**src/rtl/tartaruga_pkg.sv**
```systemverilog
// rtl/tartaruga_pkg.sv - shared datapath types and the default fetch queue depth.
package tartaruga_pkg;

  typedef logic [31:0] bus32_t;
  typedef logic [31:0] instruction_t;

  typedef struct packed {
    bus32_t       pc;
    instruction_t instr;
  } fetch_entry_t;

  localparam int unsigned FETCH_QUEUE_DEPTH = 4;

endpackage

```
**src/rtl/fetch_queue.sv**
```systemverilog
// rtl/fetch_queue.sv - fetch-to-decode instruction buffer with flush on taken branch.
// Optional same-cycle fetch-to-decode bypass when FETCH_QUEUE_BYPASS_EN is defined.
module fetch_queue
  import tartaruga_pkg::*;
#(
  parameter int unsigned DEPTH = FETCH_QUEUE_DEPTH
) (
  input  logic                     clk_i,
  input  logic                     rst_i,
  input  logic                     flush_i,
  input  logic                     fetch_valid_i,
  input  bus32_t                   fetch_pc_i,
  input  instruction_t             fetch_instr_i,
  output logic                     fetch_ready_o,
  output logic                     decode_valid_o,
  output bus32_t                   decode_pc_o,
  output instruction_t             decode_instr_o,
  input  logic                     decode_ready_i,
  output logic [$clog2(DEPTH):0]   count_o
);

  localparam int unsigned PW = $clog2(DEPTH);
  localparam int unsigned CW = PW + 1;
  localparam logic [CW-1:0] FULL_COUNT = CW'(DEPTH);

  fetch_entry_t    mem_q [DEPTH];
  logic [PW-1:0]   rd_ptr_q, rd_ptr_d;
  logic [PW-1:0]   wr_ptr_q, wr_ptr_d;
  logic [CW-1:0]   count_q, count_d;

  logic            empty;
  logic            bypass;
  logic            push;
  logic            pop;
  fetch_entry_t    head;

  assign empty         = (count_q == '0);
  assign fetch_ready_o = (count_q != FULL_COUNT);

`ifdef FETCH_QUEUE_BYPASS_EN
  // Reset is folded in so decode never sees a bypassed entry while reset is held.
  assign bypass = empty & fetch_valid_i & ~flush_i & ~rst_i;
`else
  assign bypass = 1'b0;
`endif

  assign pop  = ~empty & decode_ready_i & ~flush_i;
  assign push = fetch_valid_i & fetch_ready_o & ~flush_i & ~(bypass & decode_ready_i);

  assign head           = mem_q[rd_ptr_q];
  assign decode_valid_o = ~empty | bypass;
  assign decode_pc_o    = bypass ? fetch_pc_i    : head.pc;
  assign decode_instr_o = bypass ? fetch_instr_i : head.instr;
  assign count_o        = count_q;

  always_comb begin
    rd_ptr_d = rd_ptr_q;
    wr_ptr_d = wr_ptr_q;
    count_d  = count_q;
    if (flush_i) begin
      rd_ptr_d = wr_ptr_q;
      count_d  = '0;
    end else begin
      if (push) wr_ptr_d = wr_ptr_q + PW'(1);
      if (pop)  rd_ptr_d = rd_ptr_q + PW'(1);
      unique case ({push, pop})
        2'b10:   count_d = count_q + CW'(1);
        2'b01:   count_d = count_q - CW'(1);
        default: count_d = count_q;
      endcase
    end
  end

  always_ff @(posedge clk_i or posedge rst_i) begin
    if (rst_i) begin
      rd_ptr_q <= '0;
      wr_ptr_q <= '0;
      count_q  <= '0;
      for (int i = 0; i < int'(DEPTH); i++) begin
        mem_q[i] <= '0;
      end
    end else begin
      rd_ptr_q <= rd_ptr_d;
      wr_ptr_q <= wr_ptr_d;
      count_q  <= count_d;
      if (push) begin
        mem_q[wr_ptr_q] <= '{pc: fetch_pc_i, instr: fetch_instr_i};
      end
    end
  end

endmodule
```
**config.mk**
```make
export PLATFORM = sky130hd
export DESIGN_NAME = fetch_queue
export DESIGN_NICKNAME = d
export VERILOG_FILES = /design/src/rtl/tartaruga_pkg.sv /design/src/rtl/fetch_queue.sv
export SDC_FILE = /design/constraint.sdc
export NUM_CORES = 1
export LEC_CHECK = 0
export CAP_MARGIN = 20
export CORE_AREA = 2 2 157 159
export DETAILED_ROUTE_END_ITERATION = 12
export DIE_AREA = 0 0 159 161
export HOLD_SLACK_MARGIN = 0.03
export PLACE_DENSITY = 0.76
export REMOVE_ABC_BUFFERS = 1
export SLEW_MARGIN = 20
export SYNTH_ARGS = -nofsm -noshare
export SYNTH_HDL_FRONTEND = slang
export SYNTH_SLANG_ARGS = --single-unit
```
**constraint.sdc**
```tcl
create_clock -name clk_i -period 8.2 [get_ports clk_i]
set_input_delay 1.64 -clock clk_i [delete_from_list [all_inputs] [get_ports clk_i]]
set_output_delay 1.64 -clock clk_i [all_outputs]
set_load 0.02 [all_outputs]
```
==> impl_metrics.yaml, run 1 <==
drt:
  vias: 6517
  drcViolationCount: 0
  finalWirelength_um: 25100
  first_pass_iters: 4
  avgViaCountPerCell: 5.65
  detail_route.iter0.violations: 272
  ant_nets: 0
  avgRoutedWirePerCell_um: 21.7
placement:
  hpwl_um: 15800
  place.gp.congestion: 0.751
  placed_area_um2: 13500
  port_buffers: 137
timing:
  rsz0062_at_grt: "false"
  hold_ws_ns: 0.495
  setup-violations-final: 0
  finalCritPeriodShare_pct: 60.2
  finalHoldViolations: 0
  min_period_ns: 4.93
  fmax_mhz: 203
  final_max_slew_viol_count: 0
  tightest_slew_ns: 0.867
  clock-skew-final_ns: 0.00860
  relSlewSlack_pct: 42.2
cts:
  clockBufferDepth: 3
  cts-resized-gates: 0
  numCtsBuffers: 28
  clock_latency_ns: 0.53
  tritoncts: "built"
  post_cts_buffers: 0
  htreeDepth: 1
  root_buffer: "clkbuf_16"
  cts_sinks: 263
  path_clk_slew_ns: 0.06
  postCtsHoldBufs: 0
grt:
  overflow: 0
  grt_max_degree: 91
  grt_antenna_before_repair: 0
  grt_pass1_wl_um: 41000
  first_global_vias: 7503
  grt_use_total_pct: 20.1
critical_path:
  start_kind: "flip-flop"
  cp_top_family: "buffers and inverters"
  path_class: "reg2out"
  slowest_delay_ns: 0.91
  crit_path_max_fanout: 38
  cp-end-kind: "output port"
  required_ns: 6.56
  slowest_stage: "dfrtp_4"
  cp_cell_sequence: "buf_4 -> mux4_2 -> clkdlybuf4s50_1"
  rrSetupSlack_ns: 5.32
  arrival_ns: 3.29
  path_buf_inv: 2
pwr:
  intPower_mw: 4.31
  swShare_pct: 31.7
  combPwrFrac_pct: 43.3
  p_total_mw: 6.30
  seqPwrFrac_pct: 37.6
  power.switching_mw: 2.00
  power_density_nw_per_um2: 439
  clkPwrFrac_pct: 19.1
  leakagePower_nw: 6.19
  ir_drop_mv: 0.224
yosys:
  synth_area_um2: 12000
  synthTopCellsByArea: "dfrtp_1 55%, mux2_2 18%, mux4_2 12%, mux2_4 7.5%, buf_6 1.9%"
  synth_seq_cells: 263
  synth_top_area_share_pct: 54.9
  postSynthAreaPerCell_um2: 17.6
  synth_warnings: 0
  synthCells: 683
  yosys.area.top_type: "dfrtp_1"
  synth.yosys.seq_area_share_pct: 54.9
  synth_cell_types: 41
status:
  status: "complete, no violations"
cells_and_area:
  area_growth_pct: 19.7
  postLayoutCoreUtil_pct: 59.9
  diodes: 0
  final_cell_area_um2: 14300
  multi_input_area_um2: 4960
  regArea_um2: 6590
  fill_cells: 1770
  drive_gt1_share_pct: 45.3
  nets: 886
die:
  core_area_um2: 24000
  die_h_um: 161
  dieArea_um2: 25600
  start_util_pct: 50.0
  io_pins: 138
  rows: 57
  die-width_um: 159
worst_hold_path:
  hold_path.class: "reg2reg"
run:
  drv_cap: 0
## per-stage QoR
step / worst slack [ns] / TNS, ns / cells
detailed placement: 3.29 / 0 / 1106
floorplan: -0.680 / -178.89 / 637
global placement: 3.34 / 0 / 1103
global route: 3.04 / 0 / 1154
CTS: 3.15 / 0 / 1154
finish: 3.27 / 0 / 1154
## final cells by class
cell class	count	share of cell area [%]
Clock buffer	43	5.98
Clock inverter	5	0.174
Inverter	4	0.157
Multi-Input combinational cell	370	34.6
Sequential cell	263	45.9
Tap cell	324	2.83
Timing Repair Buffer	145	10.3
## final timing paths
kind | start | endpoint | cells after the start
max in group asynchronous | rst_i | rd_ptr_q[0]$_DFFE_PP0P_ | 3
setup / recovery | rd_ptr_q[0]$_DFFE_PP0P_ | decode_pc_o[24] | 3
hold reg to reg | mem_q[126]$_DFFE_PP0P_ | mem_q[126]$_DFFE_PP0P_ | 1
min in group asynchronous | rst_i | mem_q[220]$_DFFE_PP0P_ | 2
hold / removal | mem_q[126]$_DFFE_PP0P_ | mem_q[126]$_DFFE_PP0P_ | 1
setup reg to reg | count_o[0]$_DFFE_PP0P_ | mem_q[62]$_DFFE_PP0P_ | 4
## flip-flops by register name (all words and copies together), names as in the netlist
signal    flops
mem_q       256
rd_ptr_q      2
count_o       3
wr_ptr_q      2
## worst register-to-register path: stages, from the launching register on
cell,delay [ns]
dfrtp_1,0.54
or3b_4,0.53
nand3_4,0.48
buf_4,0.80
mux2_2,0.41
## Yosys cell counts, drive strengths merged
library cell and count:
dfrtp 263, buf 36, a31oi 1, nor2b 2, a21boi 1, or3b 1, a2111oi 1, a41oi 1
and2 1, o221ai 1, nor2 3, clkbuf 10, xnor2 2, inv 4, o311ai 1, o31ai 1
o21ai 3, xor2 3, fa 1, nand2 3, mux4 64, a211oi 1, nor4 1, and3b 1
nand3 7, ha 4, o21bai 1, nand3b 2, nand2b 1, or3 2, a21oi 1, nor3 2
mux2 257
## power groups by stage
stage | Clock (mW) | Sequential [mW] | Combinational, mW
after floorplan | 0 | 2.28 | 1.83
after global placement | 0 | 2.30 | 2.69
after detailed placement | 0 | 2.39 | 2.75
after CTS | 1.23 | 2.38 | 2.77
after global routing | 1.29 | 2.46 | 2.89
final | 1.20 | 2.37 | 2.73
## layout by cell type (no fill, tap or decap), types with 2 or more instances in the layout
cell type and count:
buf_6 2, mux4_2 64, mux2_2 193, nand3b_1 2, nor3_1 2, buf_4 3
clkbuf_1 6, clkdlybuf4s50_1 137, buf_12 2, clkinv_2 5, mux2_4 60, nor2_1 3
xnor2_1 2, dfrtp_1 261, nand3_1 3, xor2_1 3, mux2_1 4, inv_1 3
nand2_1 3, ha_1 4, nand3_4 4, o21ai_0 3, dfrtp_4 2, clkbuf_16 29
nor2b_1 2, clkbuf_8 8
## kinds of logic after synthesis
logic type | after synthesis | synth area share (%)
AO/OA/AOI/OAI | 13 | 0.762
XOR/XNOR | 5 | 0.365
adder cells (fa/ha/maj) | 5 | 0.584
buffers and inverters | 50 | 3.71
flip-flops | 263 | 54.9
multiplexers | 321 | 38.0
AND/OR/NAND/NOR | 26 | 1.65
## per-layer routing
metal | track usage [%] | up-vias | wire length, um | share of wire, %
met1 | 26.0 | 3514 | 10500 | 42
met4 | 4.17 | 0 | 391 | 1.6
met5 | 0 | - | 0 | 0
met3 | 3.78 | 35 | 1230 | 4.9
li1 | - | 2804 | - | -
met2 | 35.7 | 164 | 13000 | 52
Power figures use the tool's default switching activity.
==> run 2, diff against run 1 <==
Settings changed: CORE_AREA 2 2 157 159 to 2 2 150 152, DIE_AREA 0 0 159 161 to 0 0 152 154, PLACE_DENSITY 0.76 to 0.79.
Clock period 8.2 ns to 4.6 ns, I/O delays scaled along.
==> run 2 against run 1 <==
  * Count of clock-buffer cells in the layout decreased by 3
  * Sequential share of layout area decreased by 0.50 points
  * Wire length is 2.3% lower
  * Largest power group unchanged
==> impl_metrics.yaml, run 2 (same netlist as run 1, synthesis figures left out) <==
critical_path:
  cp-end-kind: "output port"
  reg2reg_from: "count_o[2]$_DFFE_PP0P_"
  rrSetupSlack_ns: 1.95
  arrival_ns: 2.85
  cp_cell_sequence: "buf_4 -> mux4_2 -> clkdlybuf4s50_1"
  slowest_stage: "dfrtp_4"
  cp.depth: 3
  slowest_delay_ns: 0.81
  crit_path_max_fanout: 28
  reg2reg_to: "mem_q[161]$_DFFE_PP0P_"
  cp-startpoint: "rd_ptr_q[0]$_DFFE_PP0P_"
  start_kind: "flip-flop"
  required_ns: 3.68
  reg2regPathDepth: 4
  path_buf_inv: 2
  cp_top_family: "buffers and inverters"
  path_class: "reg2out"
  endpoint: "decode_pc_o[3]"
grt:
  met2_usage_pct: 37.7
  grt_max_degree: 136
  overflow: 0
  grt_pass1_wl_um: 40600
  use_met3_pct: 4.00
  grt_antenna_before_repair: 1
  grt_use_total_pct: 21.5
  first_global_vias: 7445
  grt_use_met1_pct: 28.3
  busiest_layer: "met2"
drt:
  avgViaCountPerCell: 5.77
  detail_route.iter0.violations: 310
  ant_nets: 0
  first_pass_iters: 4
  finalWirelength_um: 24500
  drcViolationCount: 0
  avgRoutedWirePerCell_um: 21.9
  vias: 6471
die:
  dieArea_um2: 23400
  io_pins: 138
  die-width_um: 152
  start_util_pct: 55.3
  die_h_um: 154
  rows: 54
  core_area_um2: 21700
placement:
  port_buffers: 137
  hpwl_um: 15600
  place.gp.congestion: 0.754
  dpl.cell_count: 1070
cts:
  postCtsHoldBufs: 0
  cts-resized-gates: 0
  htreeDepth: 1
  tritoncts: "built"
  path_clk_slew_ns: 0.06
  post_cts_buffers: 0
  cts_sinks: 263
  root_buffer: "clkbuf_16"
  clockBufferDepth: 3
  numCtsBuffers: 28
  clock_latency_ns: 0.52
timing:
  rsz0062_at_grt: "false"
  final_max_slew_viol_count: 0
  relSlewSlack_pct: 37.9
  finalHoldViolations: 0
  tightest_slew_ns: 0.931
  setup-violations-final: 0
  min_period_ns: 3.77
  fmax_mhz: 265
  finalCritPeriodShare_pct: 81.9
  clock-skew-final_ns: 0.00840
  hold_ws_ns: 0.497
cells_and_area:
  nets: 894
  largest_reg_flops: 256
  largest_register: "mem_q"
  final_common_cell: "dfrtp_1"
  layout_common_cells: "261 x dfrtp_1, 193 x mux2_2, 137 x clkdlybuf4s50_1"
  postLayoutCoreUtil_pct: 66.9
  diodes: 0
  area_growth_pct: 21.0
  final_cell_count_no_fill: 1122
  drive_gt1_share_pct: 46.3
worst_hold_path:
  hold_path.class: "reg2reg"
  hold_path_depth: 1
status:
  status: "complete, no violations"
pwr:
  ir_drop_mv: 0.465
  p_total_mw: 11.6
  power_density_nw_per_um2: 799
  leakagePower_nw: 6.30
run:
  drv_cap: 0
-- run 2: cell type report --
type | count | area [um2]
fill | 1418 | 7180
sequential | 263 | 6590
multi-input combinational | 370 | 4960
timing repair buffer | 153 | 1530
clock buffer | 40 | 837
tap | 280 | 350
clock inverter | 12 | 213
inverter | 4 | 22.5
-- run 2: how the worst min path moves through the flow --
stage | start | end | slack (ns)
floorplan | mem_q[125]$_DFFE_PP0P_ | mem_q[125]$_DFFE_PP0P_ | 0.46
global placement | mem_q[125]$_DFFE_PP0P_ | mem_q[125]$_DFFE_PP0P_ | 0.47
detailed placement | mem_q[176]$_DFFE_PP0P_ | mem_q[176]$_DFFE_PP0P_ | 0.48
CTS | mem_q[176]$_DFFE_PP0P_ | mem_q[176]$_DFFE_PP0P_ | 0.50
global route | mem_q[176]$_DFFE_PP0P_ | mem_q[176]$_DFFE_PP0P_ | 0.51
finish | mem_q[176]$_DFFE_PP0P_ | mem_q[176]$_DFFE_PP0P_ | 0.50
-- run 2: power breakdown --
part	switching (mW)	internal, mW	leakage [nW]
Sequential	0.745	3.48	3.16
Clock	0.907	1.60	0.517
Combinational	1.92	2.94	2.62
Total	3.57	8.02	6.30
-- run 2: metrics by stage --
| step | area [um2] | TNS [ns] | setup WS [ns] |
|---|---|---|---|
| after global routing | 14500 | 0 | 0.675 |
| after detailed placement | 13500 | 0 | 1.03 |
| after global placement | 13500 | 0 | 1.09 |
| after floorplan | 11600 | -936.33 | -3.56 |
| final | 14500 | 0 | 0.833 |
| after CTS | 14500 | 0 | 0.754 |
-- run 2: layer usage --
layer	wire [um]	share of wire, %	vias up
met5	12	0.049	-
li1	-	-	2831
met2	12600	51	140
met3	1110	4.5	31
met1	10400	42	3467
met4	415	1.7	2
==> run 3, diff against run 2 <==
Settings changed: CORE_AREA 2 2 150 152 to 2 2 157 159, DIE_AREA 0 0 152 154 to 0 0 159 161, PLACE_DENSITY 0.79 to 0.76.
Clock period 4.6 ns to 3.07 ns, I/O delays scaled along.
==> run 3 against run 2 <==
  * Non-clock buffer count up 17
  * Count of clock-buffer cells in the layout shrank 3
  * Via count grew 0.94%
  * Final cell count rose by 5.3%
  * Largest power group unchanged
==> impl_metrics.yaml, run 3 (same netlist as run 1, synthesis figures left out) <==
run:
  drv_cap: 0
critical_path:
  cp.depth: 3
  path_buf_inv: 2
  required_ns: 2.46
  slowest_delay_ns: 0.57
  reg2reg_from: "count_o[1]$_DFFE_PP0P_"
  cp-end-kind: "output port"
  slowest_stage: "clkdlybuf4s50_1"
  start_kind: "flip-flop"
  path_class: "reg2out"
  crit_path_max_fanout: 17
  endpoint: "decode_instr_o[19]"
  reg2reg_to: "mem_q[60]$_DFFE_PP0P_"
  cp_top_family: "buffers and inverters"
  arrival_ns: 2.39
  cp-startpoint: "rd_ptr_q[0]$_DFFE_PP0P_"
  reg2regPathDepth: 4
  cp_cell_sequence: "buf_16 -> mux4_2 -> clkdlybuf4s50_1"
  rrSetupSlack_ns: 0.89
worst_hold_path:
  hold_path_depth: 1
  hold_path.class: "reg2reg"
grt:
  first_global_vias: 7613
  grt_pass1_wl_um: 42600
  grt_max_degree: 86
  grt_antenna_before_repair: 1
  grt_use_total_pct: 20.8
  overflow: 0
drt:
  ant_nets: 0
  detail_route.iter0.violations: 288
  drcViolationCount: 0
  avgViaCountPerCell: 5.53
  avgRoutedWirePerCell_um: 21.9
  vias: 6532
  finalWirelength_um: 25900
  first_pass_iters: 4
die:
  die_h_um: 161
  dieArea_um2: 25600
  rows: 57
  start_util_pct: 50.0
  io_pins: 138
  core_area_um2: 24000
  die-width_um: 159
cts:
  numCtsBuffers: 29
  htreeDepth: 1
  cts_sinks: 263
  clock_latency_ns: 0.54
  tritoncts: "built"
  root_buffer: "clkbuf_16"
  path_clk_slew_ns: 0.06
  clockBufferDepth: 3
cells_and_area:
  layout_common_cells: "261 x dfrtp_1, 193 x mux2_2, 103 x clkdlybuf4s50_1"
  drive_gt1_share_pct: 47.4
  area_growth_pct: 23.4
  nets: 912
  largest_reg_flops: 256
  largest_register: "mem_q"
  final_common_cell: "dfrtp_1"
  diodes: 0
pwr:
  power_density_nw_per_um2: 1160
  clkPwrFrac_pct: 20.2
  ir_drop_mv: 0.787
  combPwrFrac_pct: 43.7
  power.switching_mw: 5.47
  leakagePower_nw: 6.62
  p_total_mw: 17.2
  intPower_mw: 11.7
  swShare_pct: 31.8
  seqPwrFrac_pct: 36.1
timing:
  finalHoldViolations: 0
  final_max_slew_viol_count: 0
  rsz0062_at_grt: "false"
  min_period_ns: 3.00
  hold_ws_ns: 0.498
  finalCritPeriodShare_pct: 97.8
  final.setup.worst_slack_ns: 0.0676
  relSlewSlack_pct: 57.9
  fmax_mhz: 333
  clock-skew-final_ns: 0.00954
  setup-violations-final: 0
  tightest_slew_ns: 0.631
placement:
  port_buffers: 137
  dpl_worst_slack_ns: 0.402
  hpwl_um: 16700
  place.gp.congestion: 0.747
status:
  status: "complete, no violations"
==> run 3: cell count changes in the layout (fill, tap and decap cells not counted), sizes merged <==
cell / delta
inv: +2
buf: +16
bufinv: -3
dlymetal6s2s: +14
clkbuf: -3
dlygate4sd2: +20
clkinv: +3
clkdlybuf4s50: -34
bufbuf: +1
==> run 3: repair_timing <==
action,4_1_cts,5_1_grt
cloned,1,0
endpoints found under the setup margin,54,12
hold buffers,0,0
buffers inserted,6,0
resized for setup,21,15
==> run 3: worst min-delay path by stage <==
stage                            from                     end
2_1_floorplan  mem_q[125]$_DFFE_PP0P_  mem_q[125]$_DFFE_PP0P_
3_3_place_gp   mem_q[176]$_DFFE_PP0P_  mem_q[176]$_DFFE_PP0P_
3_5_place_dp   mem_q[100]$_DFFE_PP0P_  mem_q[100]$_DFFE_PP0P_
4_1_cts        mem_q[100]$_DFFE_PP0P_  mem_q[100]$_DFFE_PP0P_
5_1_grt        mem_q[109]$_DFFE_PP0P_  mem_q[109]$_DFFE_PP0P_
6_report       mem_q[100]$_DFFE_PP0P_  mem_q[100]$_DFFE_PP0P_
==> run 3: metal layers <==
| layer | global-route usage (%) | up-vias | part of all wire [%] | routed length [um] |
|---|---|---|---|---|
| met1 | 27.4 | 3509 | 43 | 11000 |
| met5 | 0 | - | 0.050 | 13 |
| met4 | 4.05 | 2 | 1.4 | 374 |
| met3 | 4.16 | 35 | 4.6 | 1190 |
| li1 | - | 2859 | - | - |
| met2 | 36.6 | 127 | 51 | 13300 |
==> run 3: power groups by stage <==
stage                     Sequential [mW]  Combinational, mW  Clock (mW)
after floorplan                      6.08               4.88           0
after global placement               6.08               7.38           0
after detailed placement             6.27               7.61           0
after CTS                            6.20               7.66        3.55
after global routing                 6.41               7.96        3.71
final                                6.21               7.52        3.48
==> run 3: worst reg2reg max path, stage by stage (launching register included) <==
cell and delay, ns:
dfrtp_1 0.53, or3b_4 0.56, nand3_4 0.31, buf_12 0.27
mux2_2 0.40
==> run 3: cell type report <==
type                    instances  area [um2]
clock buffers                  37         806
clock inverters                14         155
fillers                      1777        9170
inverters                       4        22.5
multi-input cells             370        4960
flip-flops and latches        263        6590
well taps                     324         405
repair buffers                170        1860
==> run 3: stage by stage <==
step	instance area, um2	cells	setup TNS [ns]	util [%]
final	14800	1182	0	61.8
after global placement	13700	1124	0	57.3
after floorplan	11600	637	-1302.96	-
after CTS	14800	1182	0	61.6
after global routing	14800	1182	0	61.8
after detailed placement	13700	1124	0	57.3
